## src/rtl/vga_capture.sv

```systemverilog
// vga_capture: receive side of the VGA link.
// Samples hsync/vsync/RGB on clk_25, recovers the pixel position, verifies the
// line and frame periods against the configured geometry and, once locked,
// streams one write per active pixel (x, y, 24-bit RGB) two cycles after the pins.
// Optional feature: define VGA_CAPTURE_CRC_EN to add a per-frame CRC-16-CCITT
// output (frame_crc) computed over the streamed pixels of each complete frame.
module vga_capture #(
  parameter int H_TOTAL     = 800,
  parameter int V_TOTAL     = 525,
  parameter int H_START     = 144,
  parameter int V_START     = 35,
  parameter int H_ACTIVE    = 640,
  parameter int V_ACTIVE    = 480,
  parameter int LOCK_FRAMES = 2
) (
  input  logic        clk_25,
  input  logic        n_rst,
  input  logic        vga_hs,
  input  logic        vga_vs,
  input  logic [7:0]  vga_r,
  input  logic [7:0]  vga_g,
  input  logic [7:0]  vga_b,
  output logic        pix_valid,
  output logic [9:0]  pix_x,
  output logic [9:0]  pix_y,
  output logic [23:0] pix_data,
  output logic        frame_start,
  output logic        locked,
  output logic        sync_err
`ifdef VGA_CAPTURE_CRC_EN
  ,
  output logic [15:0] frame_crc
`endif
);

  localparam logic [1:0] SEARCH  = 2'd0;
  localparam logic [1:0] MEASURE = 2'd1;
  localparam logic [1:0] LOCKED  = 2'd2;

  localparam int GW = $clog2(LOCK_FRAMES + 1);

  localparam logic [9:0]    CNT_MAX   = 10'h3FF;
  localparam logic [9:0]    H_START_C = 10'(H_START);
  localparam logic [9:0]    H_END_C   = 10'(H_START + H_ACTIVE);
  localparam logic [9:0]    V_START_C = 10'(V_START);
  localparam logic [9:0]    V_END_C   = 10'(V_START + V_ACTIVE);
  localparam logic [10:0]   H_TOT_C   = 11'(H_TOTAL);
  localparam logic [10:0]   V_TOT_C   = 11'(V_TOTAL);
  localparam logic [GW-1:0] LOCK_C    = GW'(LOCK_FRAMES);

  // stage 1 registers and their delayed copies for edge detection
  logic        hs_p1, hs_prev_p1, vs_p1, vs_prev_p1;
  logic [23:0] rgb_p1;

  // position / lock tracking
  logic [9:0]    hcount, lcount, hcount_nxt, lcount_nxt;
  logic [1:0]    state, state_nxt;
  logic [GW-1:0] good, good_nxt;
  logic          skip, skip_nxt;
  logic          err_nxt;
  logic          hs_fall, vs_fall, line_fail, frame_fail;
  logic          emit, origin;

  // Register the sync inputs once and keep a delayed copy for fall detection
  always_ff @(posedge clk_25 or negedge n_rst) begin
    if (!n_rst) begin
      hs_p1      <= 1'b0;
      hs_prev_p1 <= 1'b0;
      vs_p1      <= 1'b0;
      vs_prev_p1 <= 1'b0;
    end else begin
      hs_p1      <= vga_hs;
      hs_prev_p1 <= hs_p1;
      vs_p1      <= vga_vs;
      vs_prev_p1 <= vs_p1;
    end
  end

  // Register the colour channels once; pure data, so no reset needed
  always_ff @(posedge clk_25) begin
    rgb_p1 <= {vga_r, vga_g, vga_b};
  end

  // ---- stage 1 -> stage 2 boundary: position recovery and lock decisions ----
  assign hs_fall = hs_prev_p1 & ~hs_p1;
  assign vs_fall = vs_prev_p1 & ~vs_p1;

  // The counters hold the position of the previous sample, so the period is count+1.
  assign line_fail  = hs_fall & ~skip & (({1'b0, hcount} + 11'd1) != H_TOT_C);
  assign frame_fail = vs_fall & (({1'b0, lcount} + 11'd1) != V_TOT_C);

  // Next counter values, next FSM state and the sync-error decision
  always_comb begin
    hcount_nxt = hcount;
    lcount_nxt = lcount;
    state_nxt  = state;
    good_nxt   = good;
    skip_nxt   = skip;
    err_nxt    = 1'b0;

    if (hs_fall)
      hcount_nxt = '0;
    else if (hcount != CNT_MAX)
      hcount_nxt = hcount + 10'd1;

    if (vs_fall)
      lcount_nxt = '0;
    else if (hs_fall && (lcount != CNT_MAX))
      lcount_nxt = lcount + 10'd1;

    case (state)
      SEARCH: begin
        if (vs_fall) begin
          state_nxt = MEASURE;
          good_nxt  = '0;
        end
      end
      MEASURE: begin
        if (line_fail || frame_fail) begin
          state_nxt = SEARCH;
        end else if (vs_fall) begin
          good_nxt = good + GW'(1);
          if ((good + GW'(1)) == LOCK_C)
            state_nxt = LOCKED;
        end
      end
      LOCKED: begin
        if (line_fail || frame_fail) begin
          state_nxt = SEARCH;
          err_nxt   = 1'b1;
        end
      end
      default: state_nxt = SEARCH;
    endcase

    // A line measured from an arbitrary starting point is meaningless, so the
    // first hs fall after (re)entering SEARCH or MEASURE is not checked.
    if ((state_nxt != state) && (state_nxt != LOCKED))
      skip_nxt = 1'b1;
    else if (hs_fall)
      skip_nxt = 1'b0;
  end

  // The next counter values are the position of the sample now in stage 1.
  assign emit   = (state_nxt == LOCKED) &&
                  (hcount_nxt >= H_START_C) && (hcount_nxt < H_END_C) &&
                  (lcount_nxt >= V_START_C) && (lcount_nxt < V_END_C);
  assign origin = (hcount_nxt == H_START_C) && (lcount_nxt == V_START_C);

  // Position counters, FSM state, good-frame count and line-skip flag
  always_ff @(posedge clk_25 or negedge n_rst) begin
    if (!n_rst) begin
      hcount <= '0;
      lcount <= '0;
      state  <= SEARCH;
      good   <= '0;
      skip   <= 1'b1;
    end else begin
      hcount <= hcount_nxt;
      lcount <= lcount_nxt;
      state  <= state_nxt;
      good   <= good_nxt;
      skip   <= skip_nxt;
    end
  end

  // ---- stage 2 boundary: registered pixel stream and status outputs ----
  // Pixel writes and status pulses; coordinates and data hold between writes
  always_ff @(posedge clk_25 or negedge n_rst) begin
    if (!n_rst) begin
      pix_valid   <= 1'b0;
      pix_x       <= '0;
      pix_y       <= '0;
      pix_data    <= '0;
      frame_start <= 1'b0;
      locked      <= 1'b0;
      sync_err    <= 1'b0;
    end else begin
      pix_valid   <= emit;
      frame_start <= emit & origin;
      locked      <= (state_nxt == LOCKED);
      sync_err    <= err_nxt;
      if (emit) begin
        pix_x    <= hcount_nxt - H_START_C;
        pix_y    <= lcount_nxt - V_START_C;
        pix_data <= rgb_p1;
      end
    end
  end

`ifdef VGA_CAPTURE_CRC_EN
  logic [15:0] crc_run;
  logic        full;

  // CRC-16-CCITT (poly 0x1021), 24 bits per pixel, r first, MSB first
  function automatic logic [15:0] crc16_24(input logic [15:0] crc, input logic [23:0] data);
    logic [15:0] c;
    logic        fb;
    c = crc;
    for (int i = 23; i >= 0; i--) begin
      fb = c[15] ^ data[i];
      c  = {c[14:0], 1'b0} ^ (fb ? 16'h1021 : 16'h0000);
    end
    return c;
  endfunction

  // Running CRC restarted at pixel (0,0); published only for frames streamed
  // from their first pixel and closed by a passing frame check
  always_ff @(posedge clk_25 or negedge n_rst) begin
    if (!n_rst) begin
      crc_run   <= 16'hFFFF;
      full      <= 1'b0;
      frame_crc <= '0;
    end else begin
      if (emit)
        crc_run <= crc16_24(origin ? 16'hFFFF : crc_run, rgb_p1);
      if (vs_fall || (state_nxt != LOCKED))
        full <= 1'b0;
      else if (emit && origin)
        full <= 1'b1;
      if (vs_fall && full && (state == LOCKED) && (state_nxt == LOCKED))
        frame_crc <= crc_run;
    end
  end
`endif

endmodule

```

## config.mk

```make
export PLATFORM = sky130hd
export DESIGN_NAME = vga_capture
export DESIGN_NICKNAME = d
export VERILOG_FILES = /design/src/rtl/vga_capture.sv
export SDC_FILE = /design/constraint.sdc
export NUM_CORES = 1
export LEC_CHECK = 0
export BUFFER_PORTS_ARGS = -buffer_cell sky130_fd_sc_hd__buf_2
export CAP_MARGIN = 0
export CORE_MARGIN = 2
export CORE_UTILIZATION = 56
export CTS_CLUSTER_SIZE = 30
export DETAILED_ROUTE_END_ITERATION = 7
export GPL_TIMING_DRIVEN = 0
export PLACE_DENSITY = 0.79
export SLEW_MARGIN = 40
export SYNTH_ARGS = -nofsm -noshare
export SYNTH_HDL_FRONTEND = slang
export SYNTH_SLANG_ARGS = --single-unit
```

## constraint.sdc

```tcl
create_clock -name clk_25 -period 4.2 [get_ports clk_25]
set_clock_uncertainty 0.15 [all_clocks]
set_input_delay 0.21 -clock clk_25 [delete_from_list [all_inputs] [get_ports clk_25]]
set_output_delay 0.21 -clock clk_25 [all_outputs]
set_load 0.01 [all_outputs]
```

# After elaboration in Yosys (flattened, before gate mapping)

Cells that the tools add are included.

Bitwise operators: 9
Add/subtract/negate cells: 7
Eq/ne operators: 15
Reductions and logical operators: 12
Muxes and demuxes: 18
Order comparisons: 4

Operators with widths:

| cell                  | count |
|---|---|
| $mux 10               | 4 |
| $add 10x1->11 const B | 2 |
| $ne 11x10->1 const B  | 2 |
| $add 10x1->10 const B | 2 |
| $lt 10x10->1 const B  | 2 |
| $ne 10x10->1 const B  | 2 |
| $mux 2                | 8 |
| $eq 10x6->1 const B   | 1 |
| $eq 10x8->1 const B   | 1 |
| $ge 10x6->1 const B   | 1 |
| $ge 10x8->1 const B   | 1 |
| $sub 10x6->10 const B | 1 |
| $sub 10x8->10 const B | 1 |
| $ne 2x2->1 const B    | 4 |
| $logic_and 1x1->1     | 7 |
| $and 1x1->1           | 6 |
| $eq 2x2->1 const B    | 3 |
| $pmux 2 s3            | 1 |
| $mux 1                | 4 |
| $pmux 2 s2            | 1 |
| $reduce_and 4->1      | 1 |
| $reduce_bool 2->1     | 2 |
| $not 1->1             | 3 |
| $add 2x1->2 const B   | 1 |
| 4 further kinds       | 4 |

Flip-flop bits (word level): 101
Output and inout port bits: 48

# Logic depth before layout (Yosys ltp)

Word-level depth: 13
Gate-level depth with buffers: 15
Mapped depth without buffers: 13

# Worst setup path before layout

OpenSTA, ideal clock, no wires.

Kind: register to register
Start: register hcount[0]
End: register pix_data[0]
Stages on the path, launching flop included: 16
Required time: 3925 ps
Library setup time: 125 ps
Path buffers: 2
Path slack: 807 ps
Data arrival time: 3118 ps
Path through: dfrtp_1 > ha_1 > clkbuf_1 > nand2_1 > nor3_1 > o21ai_0 > inv_1 > ha_1 > nand2_1 > nor3_1 > a221o_1 > o32ai_1 > a21oi_1 > nand4_4 > buf_12 > mux2_4

Elaborated cells between the ends (all ways): 18

RTL lines:

| what                                                 | RTL line | text |
|---|---|---|
| start, declared                                      | 56       | `logic [9:0] hcount, lcount, hcount_nxt, lcount_nxt;` |
| start signal, assigned                               | 159      | `hcount <= hcount_nxt;` |
| $add 10x1->10 / $ne 10x10->1 (equally long branches) | 104, 103 |  |
| $mux 10 (*)                                          | 103      | `else if (hcount != CNT_MAX)` |
| $mux 10 (*)                                          | 101      | `if (hs_fall)` |
| via hcount_nxt[4]                                    | 56       |  |
| $ge 10x8->1                                          | 146      | `(hcount_nxt >= H_START_C) && (hcount_nxt < H_END_C) &&` |
| $logic_and 1x1->1                                    | 145      | `assign emit = (state_nxt == LOCKED) &&` |
| $logic_and 1x1->1 (*) (2 in series)                  | 146      |  |
| $logic_and 1x1->1 (*)                                | 147      | `(lcount_nxt >= V_START_C) && (lcount_nxt < V_END_C);` |
| end signal, assigned                                 | 186      | `pix_data <= rgb_p1;` |
| end, declared                                        | 26       | `output logic [23:0] pix_data,` |

Mark *: on every way through the listed nets, which the timed path passes. The rest lies on a longest branch.
A chain may end at the register's enable or synchronous reset.

# Final worst setup path

Start: register hcount[0]
End: register pix_data[9]

Same word-level chain as after synthesis.

==> results by group <==
Outcome
  • Outcome: finished, final reports clean

Clock tree
  • Clock latency on the worst-skew pair: 0.37 ns
  • CTS Buffer Depth: 2
  • Post-CTS setup buffer count: 0
  • TritonCTS Buffers: 9
  • CTS tree: built
  • H-Tree Level Count: 3
  • # clock sinks: 101
  • Root Buffer: clkbuf_8
  • Worst-path clk slew: ~0.11 ns

Layout
  • Fin util: 69.7%
  • Final Cell Area: 5670 um2
  • Fraction of layout cells with a size suffix above 1: about 34%
  • Synth-to-layout area growth: 22.0%
  • Layout Nets: 533
  • # fillers: ~560
  • N_diodes: 0

Worst setup path
  • R2R cell count: 14
  • Crit path capture type: flip-flop
  • Crit path buffers/inverters: 2
  • WP data required: between 4 and 5 ns
  • Crit-path max cell delay: ~0.50 ns
  • CP delay by family, top: simple AND/OR/NAND/NOR gates
  • CP Capture Point: pix_data[9]
  • Critical-path cell list: ha_2, nand2_1, nor3_2, o21ai_0, inv_1, ha_1, nand2_1, nor3_1, a221o_1, o32ai_1, a21oi_1, nand4_4, buf_12, mux2_4
  • CP max-delay cell: dfrtp_1
  • Crit path launch type: flip-flop
  • R2R Path End: pix_data[9]
  • Critical path data arrival time: just over 4 ns
  • Reg2reg setup slack: around 0.21 ns
  • Setup Crit Path Kind: reg2reg
  • Critical R2R Launch: hcount[0]
  • Worst path most repeated cell: nand2_1
  • Number of cells on the critical path: 14
  • Max FO, Critical Path: 10
  • Crit path launch: hcount[0]

Detailed routing
  • Initial DRT Pass Iterations: 5
  • 1st-iter DRT viols: about 260
  • DRC Markers: 0
  • Vias/cell: 5.74
  • Wire per inst: between 15 and 20 um
  • WL final: between 10000 and 15000 um
  • Routed via count: about 3500
  • Routed Antenna Nets: 0

Logic synthesis
  • Simple-Gate Fraction of Synth Area: between 10 and 15%
  • Top post-synthesis cells by area: dfrtp_1 41%, mux2_4 12%, dfxtp_1 10%
  • Post-Syn Instances: slightly below 400
  • Mapped Area: ~4600 um2
  • Compound-Gate Fraction of Synth Area: a little under a tenth
  • Top-count cell post-synth: dfrtp_1
  • Synth Register Bits: a little over 100
  • Ys Warns: 0
  • Mux cell area share after synthesis: ~14%
  • Net Count, Synth: between 400 and 500
  • Largest family of logic cells by synthesized area: multiplexers
  • Share of the synthesized area in the top cell type: 41.0%
  • Post-synthesis xor/xnor area fraction: around 3.6%
  • Sequential share of the synthesized area: around half
  • Synth cell types: just over 60
  • FFs w/ async S/R, synth: 76.2%
  • Cell accounting for the most synthesized area: dfrtp_1
  • Ys flop type: dfrtp_1
  • Post-Synth Adder-Cell Area: around 1.9%
  • Post-synth EDFFs: 0
  • Synth top cells by count: 76 x dfrtp_1, 36 x mux2_4, 28 x nand2_1, 24 x dfxtp_1, 19 x nor2_1
  • Synthesized area per cell: between 10 and 15 um2

Power and ir drop
  • Flop pwr share: between 50% and 60%
  • Clock share of power: around a third
  • Pwr dens: 347 nW/um2
  • NetSw: about 580 uW
  • Static Leakage: between 0.002 and 0.003 uW
  • Comb power frac: between 10 and 15%
  • Total Power: 1960 uW
  • Worst IR Drop VDD: approximately 250 uV
  • Switching share of total power: 29.3%
  • P_int: around 1400 uW

Global routing
  • Initial antenna violation count: 0
  • Met2 Use GR: a little over two fifths
  • Global-route met1 utilization: between 30% and 40%
  • GR peak layer: met2
  • Grt met3 use: under 10%
  • Vias in the first global route: 3455
  • Gr usage total: between 20% and 30%
  • Largest net degree at the start of global routing: 52
  • First-pass GRT wire length: approximately 17000 um
  • Global route overflow: 0

STA
  • RSZ-0062 raised after global routing: false
  • Slew @ Worst Pin: between 0.7 and 0.8 ns
  • Final setup vio count: 0
  • Total negative slack: 0 ns
  • Min Hold Slack: 0.119 ns
  • Slew Viols, Final: 0
  • Period utilization: 95.0%
  • Final hold vios: 0
  • Tmin final: 3.99 ns
  • Fmax: ~250 MHz
  • Worst slew margin: around 52%

Run
  • Max Cap Viol: 0

Floorplan
  • Row count: 33
  • Die Ht: around 95 um
  • Die ar.: about 9000 um2
  • Initial Utilization: 57.1%
  • Die W: 95.1 um
  • IO Count: between 70 and 80
  • Core box area: 8130 um2

Placement
  • Port-buffer cells: 75
  • DP Area: roughly 5200 um2
  • Gpl congestion: around 0.89
  • HPWL after DPL: just under 7000 um

Hold path
  • Worst Hold Class: in2async
## sequential cells by signal, indices dropped and copies added (netlist names), 2 cells and up
signal	cells
pix_data	24
rgb_p1	24
hcount	10
lcount	10
pix_x	10
pix_y	10
good	2
state	2
## how the worst min path moves through the flow
stage	end	slack, ns
floorplan	frame_start	-0.24
global placement	rgb_p1[5]	0.16
detailed placement	pix_x[2]	-0.05
CTS	pix_data[2]	0.12
global route	pix_x[1]	0.13
finish	pix_data[2]	0.12
## layout make-up
class / instances / area [um2] / share of cell area, %
plain buffers: 17 / 165 / 2.92
flip-flops and latches: 101 / 2410 / 42.5
multi-input cells: 251 / 2020 / 35.7
inverters: 15 / 56.3 / 0.994
well taps: 105 / 131 / 2.32
clock inverters: 6 / 65.1 / 1.15
repair buffers: 103 / 679 / 12.0
clock buffers: 10 / 138 / 2.43
## layer usage
metal | routed length [um] | vias up
met5 | 0 | -
met4 | 157 | 0
met3 | 726 | 15
met2 | 5340 | 145
met1 | 4580 | 1728
li1 | - | 1599
## cell usage in the layout (no fill, tap or decap), types with 3 or more instances in the layout
cell type      count
a211oi_1           4
a211oi_2           3
a21oi_1           11
a31oi_1            8
a41oi_1            3
and3_1             4
and4_1             4
buf_12             3
buf_2             79
buf_6              5
clkbuf_8          10
dfrtp_1           76
dfxtp_1           24
dlygate4sd3_1     27
ha_1               6
inv_1             15
mux2_2             8
mux2_4            36
mux2i_1            4
nand2_1           28
nand2b_1           6
nand3_1           12
nand4_1            7
nor2_1            19
nor2b_1            4
nor3_1            11
nor3_2             5
o21ai_0           12
xnor2_1           13
xor2_1             6
## logic make-up after synthesis
family / after synthesis
buf+inv: 33
compound gates: 61
mux: 48
flops: 101
fa+ha+maj: 7
simple gates: 116
xor+xnor: 19
## metrics by stage
step	instances	setup slack [ns]
2_1_floorplan	385	0.807
4_1_cts	609	0.0164
3_3_place_gp	565	0.142
6_report	608	0.211
5_1_grt	608	0.0187
3_5_place_dp	566	0.146
## power groups by stage
stage	Combinational (uW)	Clock, uW	Sequential, uW
after floorplan	171	0	1080
after global placement	234	0	1080
after detailed placement	246	0	1090
after CTS	268	628	1070
after global routing	305	663	1080
final	272	624	1070
## timing repair
action                                  4_1_cts  5_1_grt
resized for setup                             0        3
endpoints found under the setup margin        0       45
endpoints found under the hold margin       102        0
hold buffers                                 27        0
Note: power is estimated with default switching activity, not from simulation.
